File: src/rtl/operand_fwd_ctrl_if.sv
// Decode-side request and forwarding-control response bundle for operand_fwd_ctrl.
// master = pipeline decode/issue logic, slave = the forwarding controller.
interface operand_fwd_ctrl_if #(
    parameter int unsigned RAW = 5
);
    logic           id_valid;
    logic [RAW-1:0] id_rs;
    logic [RAW-1:0] id_rt;
    logic           id_use_rs;
    logic           id_use_rt;
    logic           id_alt_a;
    logic           id_alt_b;
    logic [RAW-1:0] id_rd;
    logic           id_we;
    logic           id_is_load;
    logic           flush;
    logic [1:0]     sel_a;
    logic [1:0]     sel_b;
    logic           stall;
    logic           ex_valid;

    modport master (
        output id_valid, id_rs, id_rt, id_use_rs, id_use_rt, id_alt_a, id_alt_b,
               id_rd, id_we, id_is_load, flush,
        input  sel_a, sel_b, stall, ex_valid
    );

    modport slave (
        input  id_valid, id_rs, id_rt, id_use_rs, id_use_rt, id_alt_a, id_alt_b,
               id_rd, id_we, id_is_load, flush,
        output sel_a, sel_b, stall, ex_valid
    );
endinterface

File: src/rtl/operand_fwd_ctrl.sv
// Operand forwarding / load-use hazard controller: tracks EX and MEM producers,
// registers ALU operand select codes aligned with EX, and raises a load-use stall.
module operand_fwd_ctrl #(
    parameter int unsigned RAW = 5
) (
    input  logic               clk,
    input  logic               reset,
    operand_fwd_ctrl_if.slave  bus
);
    localparam int unsigned SW = 2;

    localparam logic [SW-1:0] SEL_RF  = SW'(0);
    localparam logic [SW-1:0] SEL_EX  = SW'(1);
    localparam logic [SW-1:0] SEL_MEM = SW'(2);
    localparam logic [SW-1:0] SEL_ALT = SW'(3);

    // EX and MEM producer records. The WB record is not kept: its data reaches
    // the operand through the register-file path, so nothing here would read it.
    logic           ex_valid_q;
    logic [RAW-1:0] ex_rd_q;
    logic           ex_we_q;
    logic           ex_load_q;
    logic           mem_valid_q;
    logic [RAW-1:0] mem_rd_q;
    logic           mem_we_q;

    logic [SW-1:0]  sel_a_q;
    logic [SW-1:0]  sel_b_q;

    logic [SW-1:0]  sel_a_c;
    logic [SW-1:0]  sel_b_c;
    logic           stall_c;
    logic           bubble_c;

    function automatic logic [SW-1:0] pick_sel(
        input logic           use_src,
        input logic [RAW-1:0] src,
        input logic           alt,
        input logic           ex_fwd_ok,
        input logic [RAW-1:0] ex_rd,
        input logic           mem_fwd_ok,
        input logic [RAW-1:0] mem_rd
    );
        logic [SW-1:0] sel;
        sel = SEL_RF;
        if (alt) begin
            sel = SEL_ALT;
        end else if (use_src && (src != RAW'(0))) begin
            // newer producer in EX wins over the older one in MEM
            if (ex_fwd_ok && (src == ex_rd)) begin
                sel = SEL_EX;
            end else if (mem_fwd_ok && (src == mem_rd)) begin
                sel = SEL_MEM;
            end
        end
        return sel;
    endfunction

    // Select codes for the instruction in ID and load-use hazard detection
    always_comb begin
        logic ex_fwd_ok;
        logic mem_fwd_ok;
        logic hit_a;
        logic hit_b;

        ex_fwd_ok  = ex_valid_q && ex_we_q;
        mem_fwd_ok = mem_valid_q && mem_we_q;

        sel_a_c = pick_sel(bus.id_use_rs, bus.id_rs, bus.id_alt_a,
                           ex_fwd_ok, ex_rd_q, mem_fwd_ok, mem_rd_q);
        sel_b_c = pick_sel(bus.id_use_rt, bus.id_rt, bus.id_alt_b,
                           ex_fwd_ok, ex_rd_q, mem_fwd_ok, mem_rd_q);

        hit_a = bus.id_use_rs && (bus.id_rs == ex_rd_q) && !bus.id_alt_a;
        hit_b = bus.id_use_rt && (bus.id_rt == ex_rd_q) && !bus.id_alt_b;

        stall_c = bus.id_valid && ex_fwd_ok && ex_load_q &&
                  (ex_rd_q != RAW'(0)) && (hit_a || hit_b) && !bus.flush;

        bubble_c = bus.flush || stall_c;
    end

    // Pipeline record shift and registered selects
    always_ff @(posedge clk or posedge reset) begin
        if (reset) begin
            ex_valid_q  <= 1'b0;
            ex_rd_q     <= '0;
            ex_we_q     <= 1'b0;
            ex_load_q   <= 1'b0;
            mem_valid_q <= 1'b0;
            mem_rd_q    <= '0;
            mem_we_q    <= 1'b0;
            sel_a_q     <= SEL_RF;
            sel_b_q     <= SEL_RF;
        end else begin
            mem_valid_q <= ex_valid_q;
            mem_rd_q    <= ex_rd_q;
            mem_we_q    <= ex_we_q;
            if (bubble_c) begin
                ex_valid_q <= 1'b0;
                ex_rd_q    <= '0;
                ex_we_q    <= 1'b0;
                ex_load_q  <= 1'b0;
                sel_a_q    <= SEL_RF;
                sel_b_q    <= SEL_RF;
            end else begin
                ex_valid_q <= bus.id_valid;
                ex_rd_q    <= bus.id_valid ? bus.id_rd : RAW'(0);
                ex_we_q    <= bus.id_valid && bus.id_we;
                ex_load_q  <= bus.id_valid && bus.id_is_load;
                sel_a_q    <= sel_a_c;
                sel_b_q    <= sel_b_c;
            end
        end
    end

    assign bus.sel_a    = sel_a_q;
    assign bus.sel_b    = sel_b_q;
    assign bus.stall    = stall_c;
    assign bus.ex_valid = ex_valid_q;
endmodule

File: src/flat_wrapper.sv
// flat-port wrapper written by rule: the top's interface ports become plain ports
module operand_fwd_ctrl_flat 
#(
    parameter int unsigned RAW = 5
)
  (clk, reset, bus_id_valid, bus_id_rs, bus_id_rt, bus_id_use_rs, bus_id_use_rt, bus_id_alt_a, bus_id_alt_b, bus_id_rd, bus_id_we, bus_id_is_load, bus_flush, bus_sel_a, bus_sel_b, bus_stall, bus_ex_valid);
  operand_fwd_ctrl_if #(.RAW(RAW)) bus_i ();
  input  logic clk;
  input  logic reset;
  input wire logic [$bits(bus_i.id_valid)-1:0] bus_id_valid;
  input wire logic [$bits(bus_i.id_rs)-1:0] bus_id_rs;
  input wire logic [$bits(bus_i.id_rt)-1:0] bus_id_rt;
  input wire logic [$bits(bus_i.id_use_rs)-1:0] bus_id_use_rs;
  input wire logic [$bits(bus_i.id_use_rt)-1:0] bus_id_use_rt;
  input wire logic [$bits(bus_i.id_alt_a)-1:0] bus_id_alt_a;
  input wire logic [$bits(bus_i.id_alt_b)-1:0] bus_id_alt_b;
  input wire logic [$bits(bus_i.id_rd)-1:0] bus_id_rd;
  input wire logic [$bits(bus_i.id_we)-1:0] bus_id_we;
  input wire logic [$bits(bus_i.id_is_load)-1:0] bus_id_is_load;
  input wire logic [$bits(bus_i.flush)-1:0] bus_flush;
  output wire logic [$bits(bus_i.sel_a)-1:0] bus_sel_a;
  output wire logic [$bits(bus_i.sel_b)-1:0] bus_sel_b;
  output wire logic [$bits(bus_i.stall)-1:0] bus_stall;
  output wire logic [$bits(bus_i.ex_valid)-1:0] bus_ex_valid;
  assign bus_i.id_valid = bus_id_valid;
  assign bus_i.id_rs = bus_id_rs;
  assign bus_i.id_rt = bus_id_rt;
  assign bus_i.id_use_rs = bus_id_use_rs;
  assign bus_i.id_use_rt = bus_id_use_rt;
  assign bus_i.id_alt_a = bus_id_alt_a;
  assign bus_i.id_alt_b = bus_id_alt_b;
  assign bus_i.id_rd = bus_id_rd;
  assign bus_i.id_we = bus_id_we;
  assign bus_i.id_is_load = bus_id_is_load;
  assign bus_i.flush = bus_flush;
  assign bus_sel_a = bus_i.sel_a;
  assign bus_sel_b = bus_i.sel_b;
  assign bus_stall = bus_i.stall;
  assign bus_ex_valid = bus_i.ex_valid;
  operand_fwd_ctrl #(.RAW(RAW)) u_core (.clk(clk), .reset(reset), .bus(bus_i));
endmodule
File: config.mk
export PLATFORM = sky130hd
export DESIGN_NAME = operand_fwd_ctrl_flat
export DESIGN_NICKNAME = d
export VERILOG_FILES = /design/src/rtl/operand_fwd_ctrl_if.sv /design/src/rtl/operand_fwd_ctrl.sv /design/src/flat_wrapper.sv
export SDC_FILE = /design/constraint.sdc
export NUM_CORES = 1
export LEC_CHECK = 0
export ABC_CLOCK_PERIOD_IN_PS = 2500
export BUFFER_PORTS_ARGS = -buffer_cell sky130_fd_sc_hd__clkbuf_2
export CAP_MARGIN = 25
export CORE_UTILIZATION = 43
export DETAILED_ROUTE_END_ITERATION = 12
export PLACE_DENSITY = 0.7
export SYNTH_ARGS = -nofsm -noshare
export SYNTH_HDL_FRONTEND = slang
export SYNTH_SLANG_ARGS = --single-unit
export TNS_END_PERCENT = 10
File: constraint.sdc
create_clock -name clk -period 2.5 [get_ports clk]
set_input_delay 0.25 -clock clk [delete_from_list [all_inputs] [get_ports clk]]
set_output_delay 0.25 -clock clk [all_outputs]
set_load 0.03 [all_outputs]
**Word level (Yosys, flattened, before mapping)**

Cells that the tools add are included.

- Register bits after elaboration: 19
- Input bits: 25
- Word-level logic and storage cells: 55
- Output and inout port bits: 6

- Mux-type cells: 15
- Reductions and logical operators: 27
- Equal/unequal tests: 4

Operators with widths:

| operator | number |
|---|---|
| == test 5 bit | 4 |
| two-way mux 2 bit | 10 |
| logical AND 1 bit | 19 |
| nonzero test 5 bit | 3 |
| two-way mux 5 bit | 2 |
| zero test 1 bit | 3 |
| two-way mux 1 bit | 3 |
| logical OR 1 bit | 2 |

**Logic depth before layout (Yosys ltp)**

Gate-level depths: netlist of run 1.

- Word-level depth: 8
- Mapped depth: 6

**Least setup slack after synthesis of run 1**

No wires, ideal clock.

- Path kind: register to output
- Start point: register u_core.ex_rd_q[3]
- End point: output bus_stall
- Data arrival time: 1.877 ns
- Data required time: 2.250 ns
- Path buffers: 0
- Slack: 0.373 ns
- Cell stages (with the launch flop): 6
- Path through: dfrtp_1 xor2_1 nor4_4 nand2_2 a2111oi_4 nor2b_1

- Cells in the longest elaborated chain, start to end: 6
- Elaborated cells between the ends (all ways): 11
- Classes of those cells: eq/ne (2); reduce/logical (9)

RTL lines:

| element | line | RTL |
|---|---|---|
| from (decl) | operand_fwd_ctrl.sv:20 | `logic [RAW-1:0] ex_rd_q;` |
| from (signal assigned) | operand_fwd_ctrl.sv:108 | `ex_rd_q <= bus.id_valid ? bus.id_rd : RAW'(0);` |
| == test 5 bit (on tied branches) | operand_fwd_ctrl.sv:74, operand_fwd_ctrl.sv:75 |  |
| logical AND 1 bit (on tied branches) (2 in a row) | operand_fwd_ctrl.sv:74, operand_fwd_ctrl.sv:75 |  |
| logical OR 1 bit | operand_fwd_ctrl.sv:78 | `(ex_rd_q != RAW'(0)) && (hit_a \|\| hit_b) && !bus.flush;` |
| logical AND 1 bit * (2 in a row) | operand_fwd_ctrl.sv:78 |  |
| to (decl) | flat_wrapper.sv:23 | `output wire logic [$bits(bus_i.stall)-1:0] bus_stall;` |

Mark *: on every way between the ends. The rest lies on a longest branch, timed or not.

**Final worst setup path of run 1**

- Start point: register u_core.ex_rd_q[2]
- End point: output bus_stall

Same word-level chain as after synthesis.

==> results of run 1 <==
[critical path: stages, from the launching register on]
cell,delay (ps)
dfrtp_1,440
xor2_1,190
nor3_4,250
nand4b_2,160
a2111oi_4,380
nor2b_1,190
clkbuf_4,200
[where the power goes]
group / leakage (nW) / switching (mW) / total [mW] / internal, mW
clock network: 0.0150 / 0.0884 / 0.151 / 0.0621
registers: 0.252 / 0.00941 / 0.329 / 0.320
logic: 0.316 / 0.0640 / 0.109 / 0.0448
[kinds of logic (layout without fill, tap and decap cells)]
group	Yosys count	after routing
compound gates	7	7
xor+xnor	20	20
buf+inv	4	36
flops	19	19
simple gates	41	41
[stage by stage]
stage	instances	worst slack [ps]	utilization, %	hold WS (ps)	area, sq um
6_report	151	139	55.4	27.9	1240
5_1_grt	151	1.03	55.4	82.0	1240
4_1_cts	151	118	55.2	59.7	1230
3_5_place_dp	147	462	54.1	366	1210
3_3_place_gp	147	498	54.1	364	1210
2_1_floorplan	91	373	-	201	1030
[area by class of cell]
cell class                      instances  area (sq um)  area share [%]
Multi-Input combinational cell         68           536            43.3
Clock buffer                            4          26.3            2.13
Inverter                                1          3.75           0.304
Timing Repair Buffer                   31           160            13.0
Tap cell                               28          35.0            2.83
Sequential cell                        19           475            38.5
[state kept, by name (all words and copies together), names as in the netlist]
register / count
u_core.bus.ex_valid: 1
u_core.bus.sel_a: 2
u_core.bus.sel_b: 2
u_core.ex_load_q: 1
u_core.ex_rd_q: 5
u_core.ex_we_q: 1
u_core.mem_rd_q: 5
u_core.mem_valid_q: 1
u_core.mem_we_q: 1
[routing by layer]
| layer | vias to the layer above | track usage [%] | wire (microns) |
|---|---|---|---|
| met5 | - | 0 | 0 |
| met4 | 0 | 8.33 | 28 |
| met3 | 4 | 1.79 | 105 |
| met2 | 26 | 34.6 | 1090 |
| met1 | 376 | 24.6 | 838 |
| li1 | 380 | - | - |
[path summary, 6_finish.rpt]
kind                              startpoint            endpoint  depth (start not counted)
setup / recovery           u_core.ex_rd_q[2]           bus_stall                          6
hold / removal                         reset  u_core.mem_valid_q                          2
setup reg to reg           u_core.ex_rd_q[2]   u_core.ex_rd_q[4]                          6
hold reg to reg               u_core.ex_we_q     u_core.mem_we_q                          0
max in group asynchronous              reset  u_core.mem_rd_q[3]                          2
min in group clk                bus_id_rd[2]   u_core.ex_rd_q[2]                          3
[repair_timing]
item | in CTS | in global routing
hold buffers | 0 | 0
gates resized for setup | 0 | 2
endpoints found under the setup margin | 0 | 1
[cells in the mapped netlist, types with 2 or more instances]
| cell type | number | area [sq um] |
|---|---|---|
| xnor2_1 | 8 | 70.1 |
| o21a_1 | 2 | 15.0 |
| a31oi_1 | 4 | 25.0 |
| dfrtp_1 | 19 | 475 |
| nor2_1 | 3 | 11.3 |
| or4_1 | 2 | 15.0 |
| nand2_1 | 12 | 45.0 |
| xor2_1 | 12 | 105 |
| nor3_2 | 10 | 100 |
| nand4_1 | 2 | 12.5 |
| nor3b_1 | 2 | 15.0 |
| nor3_1 | 4 | 20.0 |
[layout by cell type (no fill, tap or decap), drive strengths merged, types with 2 or more instances in the layout]
master	synthesis	routed
clkbuf	1	34
dfrtp	19	19
nor3	15	15
nand2	13	13
xor2	12	12
xnor2	8	8
a31oi	4	4
nor2	3	3
or4	3	3
nor3b	2	2
o21a	2	2
nand4	2	2
==> flow_summary.toml, run 1 <==
[clock_tree]
cts_buffers = 3
cts_tree = "done"
postCtsSetupBuffers = 0
cts_max_level = 1
clockBufferDepth = 2
cts.sinks = 19
clockRootBuffer = "clkbuf_4"
clk_pin_slew_ps = 100
clock_latency_ps = 290

[floorplan]
die_y_microns = 51.0
start_util_pct = 46.3
rows = 17
die-area_sq_mm = 0.00260
dieWidth_microns = 51.0
core_area_sq_mm = 0.00223
ios = 31

[layout]
nets = 149
layout-drive-gt1-share_pct = 40.7
fill_cells = 206
area_growth_pct = 19.6
n_antenna_cell = 0

[placed_design]
place_hpwl_microns = 1710
gp_congestion = 0.813
portBuffers = 30

[run]
maxCapViolations = 0

[synthesis]
synth_cells = 91
synthMuxAreaShare_pct = 0
synth_xor_area_share_pct = 16.9
ys_seq_elements = 19
synth_compound_gate_area_share_pct = 6.54
seq_area_frac_synth_pct = 46.0
synth-async-reset-ratio_pct = 100
synth_top_family_by_area = "simple AND/OR/NAND/NOR gates"
synth.yosys.warnings = 0
synth_fa_ha_area_share_pct = 0
synth_flop_cell = "dfrtp_1"
synthSimpleGateAreaFrac_pct = 28.3
syn_nets = 116
syn_avg_cell_area_sq_um = 11.4
synth-edff-count = 0
syn_area_sq_mm = 0.00103
synth.distinct_cells = 23

[timing]
relSlewSlack_pct = 53.4
setup_viol = 0
min_period_ps = 2360
hold_viol = 0
fin_worst_skew_ps = 2.40
worst_pin_slew_ps = 699
slew_violations = 0
setup-tns-final_ps = 0
rsz0062_at_grt = "false"
fmax_mhz = 424
min_period_over_period_pct = 94.4

[setup_path]
r2r_slack_ps = 590
crit_fanout = 4
cp_data_arrival_time_ps = 2110
cp.required_ps = 2250
startpoint_type = "flop"
crit_path_end_kind = "primary output"
path_class = "reg2out"

[detailed_routing]
drc = 0
drt_iter0_drc = 8
antenna_left = 0
vias = 786
drt-wirelength-per-cell_microns = 13.7
via_per_inst = 5.21
dr.pass1.iters = 4
wirelength_microns = 2070

[min_path]
hold_path_class = "in2async"

[grt]
grt_overflow_total = 0
grt_pass1_vias = 795
grt_max_degree = 20
grt.total_usage_pct = 19.8
grt_pass1_wl_microns = 3700
antenna_found_initial = 0

[status]
outcome = "completed"

[power]
p_leak_nw = 0.583
power_density_mw_per_mm2 = 476
vdd_drop_max_v = 0.000351
finalPower_mw = 0.589
Note: power is estimated with default switching activity, not from simulation.
==> run 2, diff against run 1 <==
Settings changed: ABC_AREA from default to 1, PLACE_DENSITY 0.7 to 0.68.
==> run 2 against run 1 <==
  * Die area rose by 11%
  * Combinational power increased by 11%
  * Worst hold slack improved by 22 ps
  * Core utilization fell by 1.5 points
  * Sequential share of layout area down 3.1 points
  * Worst setup slack gained 450 ps
  * First-iteration DRC count rose by 140%
  * Register-to-register slack better by 490 ps
  * Design area rose by 8.8%
  * Synthesized area is 12% higher
  * Critical path depth up 3
  * Critical endpoint unchanged
  * Largest cell class unchanged
==> flow_summary.toml, run 2 <==
[status]
outcome = "completed"

[synthesis]
yosysTopAreaCellShare_pct = 41.2
syn_nets = 198
synth-async-reset-ratio_pct = 100
yosys.area.top_type = "dfrtp_1"
syn_area_sq_mm = 0.00115
seq_area_frac_synth_pct = 41.2
synth-edff-count = 0
syn_avg_cell_area_sq_um = 6.68
synth_area_leaders = "dfrtp_1, nand2_1, inv_1"
synth_flop_cell = "dfrtp_1"
synth_cells = 173
synth.distinct_cells = 16
ys_seq_elements = 19
synth_top_cells_by_count = "nand2_1, inv_1, dfrtp_1, nor2_1, nor2_2"
synth.yosys.warnings = 0
yosysMostFrequentCell = "nand2_1"

[clock_tree]
cts_tree = "done"
clk_pin_slew_ps = 110
clock_latency_ps = 290
postCtsSetupBuffers = 0
cts.sinks = 19
clockBufferDepth = 2
cts_max_level = 1
cts_resized = 0
holdBufCountCts = 0
cts_buffers = 3
clockRootBuffer = "clkbuf_4"

[setup_path]
startpoint_type = "flop"
reg2reg_from = "u_core.ex_rd_q[2]"
crit_family = "simple AND/OR/NAND/NOR gates"
worst-path-buf-inv = 2
cp_slowest_cell = "dfrtp_1"
path_class = "reg2out"
r2r_slack_ps = 1080
ff2ff_path_depth = 9
cp.required_ps = 2250
max_stage_delay_ps = 410
crit_fanout = 4
crit_path_end_kind = "primary output"
cp_data_arrival_time_ps = 1660
reg2reg_to = "u_core.ex_rd_q[2]"
worstPathCellList = "inv_1 -> nand2_1 -> nand2_1 -> nor2_2 -> nand4_1 -> nand2_1 -> nand2_2 -> nor2_1 -> clkbuf_2"
crit_path_frequent_cell = "nand2_1"

[run]
maxCapViolations = 0

[placed_design]
gp_congestion = 0.841
place_hpwl_microns = 2170
portBuffers = 30

[floorplan]
ios = 31
die-area_sq_mm = 0.00290
rows = 18
start_util_pct = 46.2
dieWidth_microns = 53.8
die_y_microns = 53.8
core_area_sq_mm = 0.00250

[power]
p_sw_share_pct = 29.1
p_leak_nw = 0.814
combPwrFrac_pct = 20.2
finalPower_mw = 0.599
p_clk_share_pct = 24.8
vdd_drop_max_v = 0.000281
power_density_mw_per_mm2 = 445
power.switching_mw = 0.174
power_frac_seq_pct = 55.0
p_int_mw = 0.425

[grt]
grt_pass1_vias = 1027
grt_overflow_total = 0
antenna_found_initial = 0
grt_max_degree = 20
grt.total_usage_pct = 20.8
grt_pass1_wl_microns = 4330

[layout]
layout-drive-gt1-share_pct = 24.9
fill_cells = 265
multi_input_area_sq_um = 528
n_antenna_cell = 0
nets = 231
ff_latch_area_sq_um = 475
reg_top3 = "u_core.ex_rd_q x5, u_core.mem_rd_q x5"
final_common_cell = "nand2_1"
final_cell_mix = "nand2_1, inv_1, clkbuf_2"
area_growth_pct = 16.5

[timing]
relSlewSlack_pct = 51.5
setup-tns-final_ps = 0
fin_worst_skew_ps = 9.69
rsz0062_at_grt = "false"
worst_pin_slew_ps = 727
fmax_mhz = 522
min_period_ps = 1910
hold_viol = 0
min_period_over_period_pct = 76.6
slew_violations = 0
setup_viol = 0

[detailed_routing]
dr.pass1.iters = 4
drc = 0
wirelength_microns = 2590
drt-wirelength-per-cell_microns = 11.0
via_per_inst = 4.63
antenna_left = 0
drt_iter0_drc = 19
vias = 1087

[min_path]
hold_path_class = "in2async"
==> run 2: how the worst max path moves through the flow <==
stage | startpoint | to | slack, ps | cells past startpoint
6_report | u_core.ex_rd_q[2] | bus_stall | 590 | 9
5_1_grt | u_core.ex_rd_q[2] | bus_stall | 430 | 9
4_1_cts | u_core.ex_rd_q[2] | bus_stall | 570 | 9
3_5_place_dp | u_core.ex_rd_q[2] | bus_stall | 900 | 9
3_3_place_gp | u_core.ex_rd_q[2] | bus_stall | 900 | 9
2_1_floorplan | u_core.bus.ex_valid | bus_stall | 900 | 6
==> run 2: cell type report <==
type / count / share of cell area, %
clock buffers: 4 / 1.95
inverters: 34 / 9.49
repair buffers: 30 / 11.2
flip-flops and latches: 19 / 35.3
multi-input cells: 118 / 39.3
well taps: 30 / 2.79
==> run 2: power by group through the flow <==
stage | clock network [mW] | registers [mW] | logic (mW)
floorplan | 0 | 0.341 | 0.0728
global placement | 0 | 0.334 | 0.118
detailed placement | 0 | 0.336 | 0.121
CTS | 0.158 | 0.329 | 0.122
global route | 0.166 | 0.331 | 0.137
finish | 0.148 | 0.329 | 0.121
==> run 2: cell families after synthesis <==
group	Yosys count	synth area share, %
buffers and inverters	36	13.1
AOI/OAI and AO/OA	4	1.73
DFF	19	41.2
xor gates and xnor gates	2	1.52
and+or+nand+nor	112	42.5
==> run 2: through the flow <==
step                      cells  setup slack [ps]  util, %  cell area (sq um)  hold slack [ps]
after global routing        235               434     53.8               1350              122
final                       235               585     53.8               1350             50.3
after floorplan             173               905        -               1150              201
after CTS                   235               572     53.8               1350             69.0
after global placement      231               903     52.8               1320              361
after detailed placement    231               904     52.8               1320              366
==> run 2: layer usage <==
| metal | up-vias | wire [microns] | global-route usage, % |
|---|---|---|---|
| li1 | 576 | - | - |
| met1 | 485 | 1180 | 26.0 |
| met2 | 24 | 1310 | 38.1 |
| met3 | 2 | 83 | 1.69 |
| met4 | 0 | 14 | 5.26 |
| met5 | - | 0 | 0 |
==> run 3, diff against run 2 <==
Settings changed: ABC_CLOCK_PERIOD_IN_PS 2500 to 1590, PLACE_DENSITY 0.68 to 0.71.
Clock period 2.5 ns to 1.59 ns, I/O delays scaled along.
==> run 3 against run 2 <==
  * Highest routed layer unchanged
  * Via count grew 4.3%
  * The run now ends with negative setup slack left
  * Largest power group unchanged
  * Sequential power grew 58%
  * Core utilization up 4.7 points
  * Critical endpoint unchanged
  * Largest cell class unchanged
  * Die area stayed put
==> flow_summary.toml, run 3 (synthesized netlist as in run 2, its figures left out) <==
[detailed_routing]
top_layer_used = "met4"
wirelength_microns = 2740
drt_iter0_drc = 36
vias = 1134
dr.pass1.iters = 4
met2_length_microns = 1360
drt-wirelength-per-cell_microns = 11.3
via_per_inst = 4.67
drc = 0
antenna_left = 0
route.met3.wl_microns = 145
met1Wirelength_microns = 1200

[status]
outcome = "finished with violations"
violations = "negative setup slack"

[setup_path]
path_class = "reg2out"
cp.required_ps = 1430
startpoint_type = "flop"
reg2reg_to = "u_core.bus.sel_b[0]"
worstPathCellList = "xnor2_2 -> nand4_1 -> nand2_1 -> nand2_2 -> nor2_2 -> buf_6"
crit_fanout = 4
ff2ff_path_depth = 14
max_stage_delay_ps = 480
r2r_slack_ps = -60
setup.worst_path.start = "u_core.ex_rd_q[4]"
crit_path_end_kind = "primary output"
cp_slowest_cell = "dfrtp_1"
reg2reg_from = "u_core.ex_rd_q[3]"
cp_data_arrival_time_ps = 1520

[grt]
grt_pass1_wl_microns = 4400
grt_pass1_vias = 1092
grt_max_degree = 20
antenna_found_initial = 0
grt.total_usage_pct = 21.3
grt_overflow_total = 0

[layout]
final_cell_mix = "nand2_1, inv_1, clkbuf_2"
n_antenna_cell = 0
reg_top3 = "u_core.ex_rd_q x5, u_core.mem_rd_q x5"
layout-drive-gt1-share_pct = 33.3
fin_area_sq_mm = 0.00146
area_growth_pct = 26.5
final_common_cell = "nand2_1"
nets = 239

[timing]
fin_worst_skew_ps = 6.14
whs_ps = 56.5
fmax_mhz = 595
relSlewSlack_pct = 53.3
setup_slack_ps = -90.4
setup_viol = 2
min_period_ps = 1680
slew_violations = 0
hold_viol = 0
min_period_over_period_pct = 106
rsz0062_at_grt = "true"
worst_pin_slew_ps = 700

[min_path]
hold_start = "bus_id_rd[4]"
whs_endpoint = "u_core.ex_rd_q[4]"
whs_path_depth = 3
hold_path_class = "in2reg"

[floorplan]
die_y_microns = 53.8
rows = 18
dieWidth_microns = 53.8
die-area_sq_mm = 0.00290
ios = 31
start_util_pct = 46.2
core_area_sq_mm = 0.00250

[clock_tree]
clockRootBuffer = "clkbuf_4"
clock_latency_ps = 290
cts_tree = "done"
cts_max_level = 1
clockBufferDepth = 2
cts_buffers = 3
clk_pin_slew_ps = 100
cts.sinks = 19

[power]
finalPower_mw = 0.980
power_frac_seq_pct = 53.0
power.switching_mw = 0.291
vdd_drop_max_v = 0.000448
p_clk_share_pct = 24.3
power_density_mw_per_mm2 = 670
p_leak_nw = 0.864
p_int_mw = 0.689
combPwrFrac_pct = 22.7
p_sw_share_pct = 29.7

[placed_design]
dpl_cell_area_sq_mm = 0.00132
place_ws_ps = 91.1
portBuffers = 30
place_hpwl_microns = 2030
gp_congestion = 0.815

[run]
maxCapViolations = 0
[run 3: power groups by stage]
stage | logic [mW] | clock network, mW | registers [mW]
after floorplan | 0.114 | 0 | 0.537
after global placement | 0.185 | 0 | 0.526
after detailed placement | 0.189 | 0 | 0.527
after CTS | 0.212 | 0.247 | 0.518
after global routing | 0.249 | 0.269 | 0.522
final | 0.223 | 0.238 | 0.519
[run 3: layer usage]
layer  GRT usage (%)  vias to the layer above
li1                -                      588
met1            25.3                      505
met2            39.5                       37
met3            1.98                        4
met4            7.46                        0
met5               0                        -
[run 3: per-stage QoR]
| step | util, % | instances | TNS, ps |
|---|---|---|---|
| floorplan | - | 173 | 0 |
| global placement | 52.8 | 231 | 0 |
| detailed placement | 52.8 | 231 | 0 |
| CTS | 56.8 | 242 | -165 |
| global route | 58.5 | 243 | -502 |
| finish | 58.5 | 243 | -152 |
[run 3: what timing repair did]
| item | 4_1_cts | 5_1_grt |
|---|---|---|
| gates resized for setup | 8 | 10 |
| pin swaps | 10 | 10 |
| setup endpoints to repair | 1 | 3 |
| hold buffers | 1 | 0 |
| setup buffers | 6 | 1 |
| hold endpoints to repair | 19 | 0 |
[run 3: cell type report]
| class | count | area, sq um |
|---|---|---|
| Fill cell | 247 | 1040 |
| Multi-Input combinational cell | 118 | 574 |
| Sequential cell | 19 | 477 |
| Timing Repair Buffer | 38 | 219 |
| Tap cell | 30 | 37.5 |
| Inverter | 34 | 128 |
| Clock buffer | 4 | 26.3 |
[run 3: how the worst max path moves through the flow]
stage                end  slack [ps]  cells after the start
2_1_floorplan  bus_stall          90                      6
3_3_place_gp   bus_stall          80                      9
3_5_place_dp   bus_stall          90                      9
4_1_cts        bus_stall        -170                      8
5_1_grt        bus_stall        -220                      6
6_report       bus_stall         -90                      6
[run 3: worst max-delay path, delay by kind of cell, from the launching register on]
| family | cells | cell delay (ps) |
|---|---|---|
| flops | 1 | 480 |
| xor+xnor | 1 | 250 |
| buf+inv | 1 | 140 |
| simple gates | 4 | 360 |
